File: config.mk
export PLATFORM = sky130hd
export DESIGN_NAME = instr_fetch_unit_flat
export DESIGN_NICKNAME = d
export VERILOG_FILES = /design/src/rtl/instr_fetch_unit_if.sv /design/src/rtl/instr_fetch_unit.sv /design/src/flat_wrapper.sv
export SDC_FILE = /design/constraint.sdc
export NUM_CORES = 1
export LEC_CHECK = 0
export CAP_MARGIN = 25
export CORE_ASPECT_RATIO = 1.75
export CORE_MARGIN = 2
export CORE_UTILIZATION = 56
export DETAILED_ROUTE_END_ITERATION = 7
export PLACE_DENSITY = 0.95
export SYNTH_ARGS = -nofsm -noshare
export SYNTH_HDL_FRONTEND = slang
export SYNTH_SLANG_ARGS = --single-unit
File: constraint.sdc
create_clock -name clk -period 2.38 [get_ports clk]
set_input_delay 0.476 -clock clk [delete_from_list [all_inputs] [get_ports clk]]
set_output_delay 0.476 -clock clk [all_outputs]
set_load 0.02 [all_outputs]
File: src/rtl/instr_fetch_unit_if.sv
// ----------------------------------------------------------------------------
// instr_fetch_unit_if
//
// Purpose: bundles every handshake and bus signal around the fetch stage so
// the fetch unit and its environment connect through a single port.
//
// Signal groups:
//   PC side      : pc, pc_valid (to fetch), pc_ready (from fetch), flush
//   Memory side  : imem_req, imem_addr (from fetch),
//                  imem_gnt, imem_rvalid, imem_rdata (to fetch)
//   Decode side  : instr_valid, instr, instr_pc, instr_misaligned (from
//                  fetch), instr_ready (to fetch)
//
// Modports:
//   slave  : the fetch unit's view
//   master : the surrounding pipeline / memory / testbench view
// ----------------------------------------------------------------------------
interface instr_fetch_unit_if;
    logic [31:0] pc;
    logic        pc_valid;
    logic        pc_ready;
    logic        flush;

    logic        imem_req;
    logic [31:0] imem_addr;
    logic        imem_gnt;
    logic        imem_rvalid;
    logic [31:0] imem_rdata;

    logic        instr_valid;
    logic [31:0] instr;
    logic [31:0] instr_pc;
    logic        instr_misaligned;
    logic        instr_ready;

    modport slave (
        input  pc, pc_valid, flush, imem_gnt, imem_rvalid, imem_rdata, instr_ready,
        output pc_ready, imem_req, imem_addr,
               instr_valid, instr, instr_pc, instr_misaligned
    );

    modport master (
        output pc, pc_valid, flush, imem_gnt, imem_rvalid, imem_rdata, instr_ready,
        input  pc_ready, imem_req, imem_addr,
               instr_valid, instr, instr_pc, instr_misaligned
    );
endinterface

File: src/rtl/instr_fetch_unit.sv
// ----------------------------------------------------------------------------
// instr_fetch_unit
//
// Purpose: fetch stage downstream of the program counter. Accepts a fetch
// address over a valid/ready handshake, issues one word read at a time to
// instruction memory (req/gnt/rvalid), and queues returned instructions
// tagged with their PC in a small FIFO for decode. Misaligned addresses are
// not sent to memory; a NOP tagged as misaligned is queued instead. A flush
// empties the queue and discards any read still in flight.
//
// Ports:
//   clk   : single clock, all state changes on its rising edge
//   reset : synchronous, active-high
//   bus   : instr_fetch_unit_if.slave carrying the PC, memory and decode
//           handshakes
//
// Parameters:
//   FIFO_DEPTH : instruction queue entries (power of two, >= 2)
//   NOP_INSTR  : word substituted for misaligned fetches
// ----------------------------------------------------------------------------
module instr_fetch_unit #(
    parameter int          FIFO_DEPTH = 2,
    parameter logic [31:0] NOP_INSTR  = 32'h0000_0013
) (
    input  logic              clk,
    input  logic              reset,
    instr_fetch_unit_if.slave bus
);

    localparam int PTR_W = $clog2(FIFO_DEPTH);
    localparam int CNT_W = PTR_W + 1;

    typedef enum logic [1:0] {
        IDLE,
        WAIT_DATA,
        DISCARD
    } state_e;

    state_e             state_q, state_d;
    logic [31:0]        pending_pc_q, pending_pc_d;
    logic [CNT_W-1:0]   count_q, count_d;
    logic [PTR_W-1:0]   rd_ptr_q, rd_ptr_d;
    logic [PTR_W-1:0]   wr_ptr_q, wr_ptr_d;
    logic [31:0]        fifo_instr_q [FIFO_DEPTH];
    logic [31:0]        fifo_instr_d [FIFO_DEPTH];
    logic [31:0]        fifo_pc_q    [FIFO_DEPTH];
    logic [31:0]        fifo_pc_d    [FIFO_DEPTH];
    logic               fifo_mis_q   [FIFO_DEPTH];
    logic               fifo_mis_d   [FIFO_DEPTH];

    logic        credit;
    logic        pc_aligned;
    logic        can_accept;
    logic        mem_req;
    logic        issue;
    logic        nop_push;
    logic        rsp_push;
    logic        push;
    logic        pop;
    logic        head_valid;
    logic [31:0] push_instr;
    logic [31:0] push_pc;
    logic        push_mis;

    // Handshake decode. Credit counts the in-flight read as an occupied slot
    // so a response can always be queued, and it uses the registered count,
    // so a pop only frees space for a new fetch from the following cycle.
    always_comb begin
        credit     = (count_q + CNT_W'(state_q == WAIT_DATA)) < CNT_W'(FIFO_DEPTH);
        pc_aligned = (bus.pc[1:0] == 2'b00);
        can_accept = (state_q == IDLE) && bus.pc_valid && credit && !bus.flush && !reset;
        mem_req    = can_accept && pc_aligned;
        issue      = mem_req && bus.imem_gnt;
        nop_push   = can_accept && !pc_aligned;
        rsp_push   = (state_q == WAIT_DATA) && bus.imem_rvalid && !bus.flush;
        push       = nop_push || rsp_push;
        head_valid = (count_q != '0);
        pop        = head_valid && bus.instr_ready && !bus.flush;
        push_instr = rsp_push ? bus.imem_rdata : NOP_INSTR;
        push_pc    = rsp_push ? pending_pc_q   : bus.pc;
        push_mis   = !rsp_push;
    end

    // Next-state logic. A response arriving in the same cycle as a flush is
    // simply dropped; without a response the FSM parks in DISCARD until the
    // orphaned read returns, keeping the one-outstanding rule intact.
    always_comb begin
        state_d      = state_q;
        pending_pc_d = pending_pc_q;
        case (state_q)
            IDLE: begin
                if (issue) begin
                    state_d      = WAIT_DATA;
                    pending_pc_d = bus.pc;
                end
            end
            WAIT_DATA: begin
                if (bus.imem_rvalid) begin
                    state_d = IDLE;
                end else if (bus.flush) begin
                    state_d = DISCARD;
                end
            end
            DISCARD: begin
                if (bus.imem_rvalid) begin
                    state_d = IDLE;
                end
            end
            default: state_d = IDLE;
        endcase
    end

    // Instruction queue update; flush wins over any push or pop.
    always_comb begin
        fifo_instr_d = fifo_instr_q;
        fifo_pc_d    = fifo_pc_q;
        fifo_mis_d   = fifo_mis_q;
        rd_ptr_d     = rd_ptr_q;
        wr_ptr_d     = wr_ptr_q;
        count_d      = count_q;
        if (bus.flush) begin
            rd_ptr_d = '0;
            wr_ptr_d = '0;
            count_d  = '0;
        end else begin
            if (push) begin
                fifo_instr_d[wr_ptr_q] = push_instr;
                fifo_pc_d[wr_ptr_q]    = push_pc;
                fifo_mis_d[wr_ptr_q]   = push_mis;
                wr_ptr_d               = wr_ptr_q + PTR_W'(1);
            end
            if (pop) begin
                rd_ptr_d = rd_ptr_q + PTR_W'(1);
            end
            count_d = count_q + CNT_W'(push) - CNT_W'(pop);
        end
    end

    // State registers with synchronous reset.
    always_ff @(posedge clk) begin
        if (reset) begin
            state_q      <= IDLE;
            pending_pc_q <= '0;
            count_q      <= '0;
            rd_ptr_q     <= '0;
            wr_ptr_q     <= '0;
            for (int i = 0; i < FIFO_DEPTH; i++) begin
                fifo_instr_q[i] <= '0;
                fifo_pc_q[i]    <= '0;
                fifo_mis_q[i]   <= 1'b0;
            end
        end else begin
            state_q      <= state_d;
            pending_pc_q <= pending_pc_d;
            count_q      <= count_d;
            rd_ptr_q     <= rd_ptr_d;
            wr_ptr_q     <= wr_ptr_d;
            fifo_instr_q <= fifo_instr_d;
            fifo_pc_q    <= fifo_pc_d;
            fifo_mis_q   <= fifo_mis_d;
        end
    end

    // Outputs are forced quiet while reset is held, even before the first
    // reset edge has cleared the registers.
    assign bus.imem_req         = mem_req;
    assign bus.imem_addr        = {bus.pc[31:2], 2'b00};
    assign bus.pc_ready         = issue || nop_push;
    assign bus.instr_valid      = head_valid && !reset;
    assign bus.instr            = reset ? 32'h0 : fifo_instr_q[rd_ptr_q];
    assign bus.instr_pc         = reset ? 32'h0 : fifo_pc_q[rd_ptr_q];
    assign bus.instr_misaligned = reset ? 1'b0  : fifo_mis_q[rd_ptr_q];

endmodule

File: src/flat_wrapper.sv
// flat-port wrapper written by rule: the top's interface ports become plain ports
module instr_fetch_unit_flat 
#(
    parameter int          FIFO_DEPTH = 2,
    parameter logic [31:0] NOP_INSTR  = 32'h0000_0013
)
  (clk, reset, bus_pc, bus_pc_valid, bus_flush, bus_imem_gnt, bus_imem_rvalid, bus_imem_rdata, bus_instr_ready, bus_pc_ready, bus_imem_req, bus_imem_addr, bus_instr_valid, bus_instr, bus_instr_pc, bus_instr_misaligned);
  instr_fetch_unit_if bus_i ();
  input  logic clk;
  input  logic reset;
  input wire logic [$bits(bus_i.pc)-1:0] bus_pc;
  input wire logic [$bits(bus_i.pc_valid)-1:0] bus_pc_valid;
  input wire logic [$bits(bus_i.flush)-1:0] bus_flush;
  input wire logic [$bits(bus_i.imem_gnt)-1:0] bus_imem_gnt;
  input wire logic [$bits(bus_i.imem_rvalid)-1:0] bus_imem_rvalid;
  input wire logic [$bits(bus_i.imem_rdata)-1:0] bus_imem_rdata;
  input wire logic [$bits(bus_i.instr_ready)-1:0] bus_instr_ready;
  output wire logic [$bits(bus_i.pc_ready)-1:0] bus_pc_ready;
  output wire logic [$bits(bus_i.imem_req)-1:0] bus_imem_req;
  output wire logic [$bits(bus_i.imem_addr)-1:0] bus_imem_addr;
  output wire logic [$bits(bus_i.instr_valid)-1:0] bus_instr_valid;
  output wire logic [$bits(bus_i.instr)-1:0] bus_instr;
  output wire logic [$bits(bus_i.instr_pc)-1:0] bus_instr_pc;
  output wire logic [$bits(bus_i.instr_misaligned)-1:0] bus_instr_misaligned;
  assign bus_i.pc = bus_pc;
  assign bus_i.pc_valid = bus_pc_valid;
  assign bus_i.flush = bus_flush;
  assign bus_i.imem_gnt = bus_imem_gnt;
  assign bus_i.imem_rvalid = bus_imem_rvalid;
  assign bus_i.imem_rdata = bus_imem_rdata;
  assign bus_i.instr_ready = bus_instr_ready;
  assign bus_pc_ready = bus_i.pc_ready;
  assign bus_imem_req = bus_i.imem_req;
  assign bus_imem_addr = bus_i.imem_addr;
  assign bus_instr_valid = bus_i.instr_valid;
  assign bus_instr = bus_i.instr;
  assign bus_instr_pc = bus_i.instr_pc;
  assign bus_instr_misaligned = bus_i.instr_misaligned;
  instr_fetch_unit #(.FIFO_DEPTH(FIFO_DEPTH), .NOP_INSTR(NOP_INSTR)) u_core (.clk(clk), .reset(reset), .bus(bus_i));
endmodule
# --- Word-level counts from Yosys, hierarchy flattened ---
# Index checks and enable logic that the tools add are counted.
totals:
  out_inout_bits: 100
  register_bits: 168
  in_bits: 71
  word_cells: 80
classes:
  n_lt_le_gt_ge: 4
  muxes: 26
  reduce_logical: 26
  n_addsub: 5
  bitwise: 3
  eq_ne: 5
ops:
  columns: ["op", "n"]
  rows:
  - ["2-to-1 mux 32 bit", 11]
  - ["bitwise mux 64 bit", 2]
  - ["demux 32 bit (select 1 bit)", 1]
  - ["logical AND 1 bit", 13]
  - ["2-to-1 mux 2 bit", 4]
  - ["one-hot mux 2 bit (3 select lines)", 1]
  - ["2-to-1 mux 1 bit", 5]
  - ["adder 2 x 1 -> 2 bit", 2]
  - [">= comparator 2 bit, second input constant", 2]
  - ["zero test 1 bit", 4]
  - ["zero test 2 bit", 2]
  - ["inverter 1 -> 2 bit", 2]
  - ["AND reduction 2 bit", 2]
  - ["!= test 3 bit, second input constant", 1]
  - ["AND reduction 3 bit", 1]
  - ["adder 1 bit, second input constant", 2]
  - ["bitwise mux 2 bit", 1]
  - ["== test 2 x 1 -> 1 bit, second input constant", 1]
  - ["== test 2 bit, second input constant", 1]
  - ["logical OR 1 bit", 2]
  - ["less-than comparator 2 x 1 -> 1 bit, second input constant", 1]
  - ["less-than comparator 2 bit, second input constant", 1]
  - ["!= test 2 x 1 -> 1 bit, second input constant", 1]
  - ["!= test 2 bit, second input constant", 1]
  - ["other kinds (5)", 5]

# --- Depth between registers and ports, before layout ---
logic_depth:
  ltp_word: 10
  depth_mapped: 7
  depth_no_buf: 6

# --- Worst setup path before layout ---
# Ideal clock, no wire load.
synth_timing:
  kind: "input port to output port"
  startpoint: "input port reset"
  endpoint: "output port bus_instr[0]"
  path_stages: 4
  slack_ns: 0.388
  path_buffers: 3
  arrival_time_ns: 1.516
  cell_sequence: "clkbuf_1 > buf_1 > buf_1 > nor2_1"
synth_between:
  elab_chain_cells: 1
synth_lines:
  columns: ["item", "line_no", "source"]
  rows:
  - ["from (decl)", "flat_wrapper.sv:10", "input logic reset;"]
  - ["2-to-1 mux 32 bit", "instr_fetch_unit.sv:170", "assign bus.instr = reset ? 32'h0 : fifo_instr_q[rd_ptr_q];"]
  - ["to (decl)", "flat_wrapper.sv:22", "output wire logic [$bits(bus_i.instr)-1:0] bus_instr;"]
# No other way between the ends.

# --- Worst setup path in the final report ---
layout_timing:
  startpoint: "register u_core.rd_ptr_q"
  endpoint: "output port bus_instr_pc[29]"
layout_between:
  elab_chain_cells: 5
layout_lines:
  columns: ["item", "line_no", "source"]
  rows:
  - ["from (decl)", "instr_fetch_unit.sv:42", "logic [PTR_W-1:0] rd_ptr_q, rd_ptr_d;"]
  - ["from (signal assigned)", "instr_fetch_unit.sv:156", "rd_ptr_q <= rd_ptr_d;"]
  - ["inverter 1 -> 2 bit (not written as such)", "instr_fetch_unit.sv:171", "assign bus.instr_pc = reset ? 32'h0 : fifo_pc_q[rd_ptr_q];"]
  - ["2-to-1 mux 32 bit (not written as such) (3 in series)", "instr_fetch_unit.sv:171", null]
  - ["2-to-1 mux 32 bit", "instr_fetch_unit.sv:171", null]
  - ["to (decl)", "flat_wrapper.sv:23", "output wire logic [$bits(bus_i.instr_pc)-1:0] bus_instr_pc;"]
# No other way between the ends. The select of a mux whose other input is x is not followed.

==> impl_metrics.yaml <==
detailed_routing:
  via_count: 7494
  ant_nets: 0
  dr.pass1.iters: 5
  avgRoutedWirePerCell_um: 16.5
  wirelength_mm: 21.5
  viasPerCell: 5.73
  remaining_drc_errors: 0
  drt_iter0_drc: 407
floorplanning:
  std_cell_rows: 58
  die_height_um: 164
  dieArea_um2: 15700
  die_w_um: 95.5
  initial_utilization_pct: 57.1
  core_area_um2: 14400
  pin_count: 171
clock_tree:
  post_cts_buffers: 0
  cts_buffer_depth: 2
  cts.htree.levels: 4
  clk_pin_slew_ns: 0.07
  cts_root_buf: "clkbuf_16"
  postCtsResizedCells: 24
  cts_tree: "done"
  cts_buffers: 17
  cts_sinks: 168
  cts_hold_buf: 0
  clock_latency_ns: 0.41
cells_and_area:
  design_area_um2: 10500
  nets: 1188
  fillers: 1012
  utilization_pct: 73.3
  antenna_cells: 0
  drive_gt1_share_pct: 10.5
  syn_to_final_growth_pct: 28.3
status:
  status: "finished, final reports clean"
global_routing:
  grtUsageTotal_pct: 26.5
  grt_pass1_wl_mm: 33.4
  overflow: 0
  grt_start_max_net_pins: 51
  grt_pass1_vias: 7165
  antenna_found_initial: 0
timing:
  slew_headroom_pct: 58.5
  min_period_over_period_pct: 97.8
  timing.hold.ws_ns: 0.383
  drv_slew: 0
  timing.final.ws_setup_ns: 0.0516
  fin_crit_ns: 2.33
  finClkSkew_ns: 0.0116
  finalHoldViolations: 0
  worst_slew_pin_slew_ns: 0.622
  fmax_mhz: 429
  setup_viol: 0
power:
  leakagePower_nw: 4.29
  p_per_area_nw_per_um2: 574
  total_power_mw: 6.05
  peakVddDrop_uv: 482
synth:
  yosys_register_bits: 168
  synth_edf_count: 0
  synthArstFlopShare_pct: 0
  synthFlopType: "dfxtp_1"
  synth_area_um2: 8210
  ys_warn_count: 0
  syn_avg_cell_area_um2: 8.14
  yosysSeqAreaShare_pct: 41.0
  syn_inst: 1008
  synth_cell_types: 37
setup_path:
  path_delay_family: "buffers and inverters"
  cp-start-kind: "register"
  cp.required_ns: 1.90
  end_kind: "output port"
  worstPathCellList: "buf_12 > mux2i_1 > nor2_1 > clkdlybuf4s50_1"
  crit_buf_inv: 2
  arrival_ns: 1.85
  critPathSlowestCell: "clkdlybuf4s50_1"
  slowest_delay_ns: 0.61
  worstPathMaxFanout: 24
  crit_type: "reg2out"
placement:
  globalplace.congestion: 0.779
  dpl.hpwl_mm: 13.9
  dpl_cell_area_um2: 9870
  pre_cts_ws_ns: -0.122
  io_buffers: 168
job:
  drv_cap: 0
hold_path:
  worstHoldPathType: "in2reg"
[worst register-to-register path: stages (launching register included)]
cell	delay, ns
dfxtp_1	0.36
nor4b_4	0.32
buf_4	0.18
a31oi_4	0.09
buf_4	0.16
buf_12	0.16
or3_1	0.35
a21oi_1	0.15
[power by group]
part	internal (mW)	switching, mW	total [mW]
Combinational	0.275	0.301	0.576
Sequential	2.84	0.0168	2.85
Clock	1.47	1.15	2.62
[cells by family (layout without fill, tap and decap cells)]
group	count (synthesis)	after routing	share of synthesized area [%]
AND/OR/NAND/NOR	312	312	18.6
AO/OA/AOI/OAI	287	287	18.1
flip-flops	168	168	41.0
buffers and inverters	138	257	9.86
multiplexers	98	98	12.0
XOR/XNOR	3	3	0.320
adder cells (fa/ha/maj)	1	1	0.152
other	1	2	0.0457
[per-layer routing]
metal / global-route usage [%] / vias up / wire length (um)
met5: 0 / - / 0
met2: 46.6 / 288 / 11300
met4: 12.0 / 0 / 664
met1: 30.6 / 3574 / 8320
met3: 4.86 / 50 / 1220
li1: - / 3582 / -
[final timing paths]
check,to,slack [ns],start,cells past startpoint
worst max register to register,u_core.count_q[1],0.55,u_core.state_q[1],7
worst min-delay path,u_core.pending_pc_q[0],0.38,reset,2
worst min register to register,u_core.pending_pc_q[30],0.45,u_core.pending_pc_q[30],2
worst max-delay path,bus_instr_pc[29],0.05,u_core.rd_ptr_q,4
[state kept, by name, indices dropped and copies added (netlist names)]
| name | flops |
|---|---|
| u_core.pending_pc_q | 32 |
| u_core.count_q | 2 |
| u_core.fifo_mis_q | 2 |
| u_core.fifo_pc_q | 64 |
| u_core.rd_ptr_q | 1 |
| u_core.fifo_instr_q | 64 |
| u_core.state_q | 2 |
| u_core.wr_ptr_q | 1 |
[per-stage QoR]
stage,setup TNS (ns),std cells
after global routing,-0.00127,1308
after detailed placement,-0.654,1277
after CTS,-0.0165,1308
after floorplan,0,1009
final,0,1308
after global placement,-0.248,1277
[final cells by class]
type | count | area [um2] | share of cell area (%)
multi-input cells | 703 | 4060 | 38.5
flip-flops and latches | 168 | 3370 | 32.0
repair buffers | 213 | 2270 | 21.6
clock buffers | 18 | 439 | 4.17
well taps | 180 | 225 | 2.14
clock inverters | 13 | 121 | 1.15
inverters | 13 | 48.8 | 0.463
[cells in the mapped netlist (3+ instances only)]
master,number,share of area [%]
a21oi_1,90,5.5
buf_12,4,0.98
a211oi_1,4,0.37
inv_1,13,0.59
buf_6,9,1.2
o21ai_1,64,3.9
nor2b_1,64,4.9
o21ai_0,124,7.6
dfxtp_1,168,41
nand2_1,93,4.3
clkbuf_1,58,2.7
buf_2,12,0.73
nor2_1,79,3.6
buf_4,38,3.5
or2_2,28,2.1
nand3_1,29,1.8
mux2i_1,97,12
nor3b_1,3,0.27
a221oi_2,3,0.55
or2_1,7,0.53
buf_1,3,0.14
[placed cells by master (no fill, tap or decap), types with 2 or more instances in the layout]
cell             instances
dfxtp_1                166
o21ai_0                124
clkdlybuf4s50_1        106
mux2i_1                 94
nand2_1                 93
a21oi_1                 90
nor2_1                  79
nor2b_1                 64
o21ai_1                 64
dlymetal6s2s_1          42
buf_4                   31
nand3_1                 29
or2_2                   28
dlygate4sd2_1           19
clkbuf_16               17
buf_12                  13
inv_1                   12
or2_1                    7
clkinvlp_4               5
a211oi_1                 4
inv_6                    4
mux2i_2                  3
a221oi_2                 3
nor3b_1                  3
nor3_1                   2
xor2_1                   2
conb_1                   2
clkinv_2                 2
No activity file was read; power rests on OpenSTA's default activity.
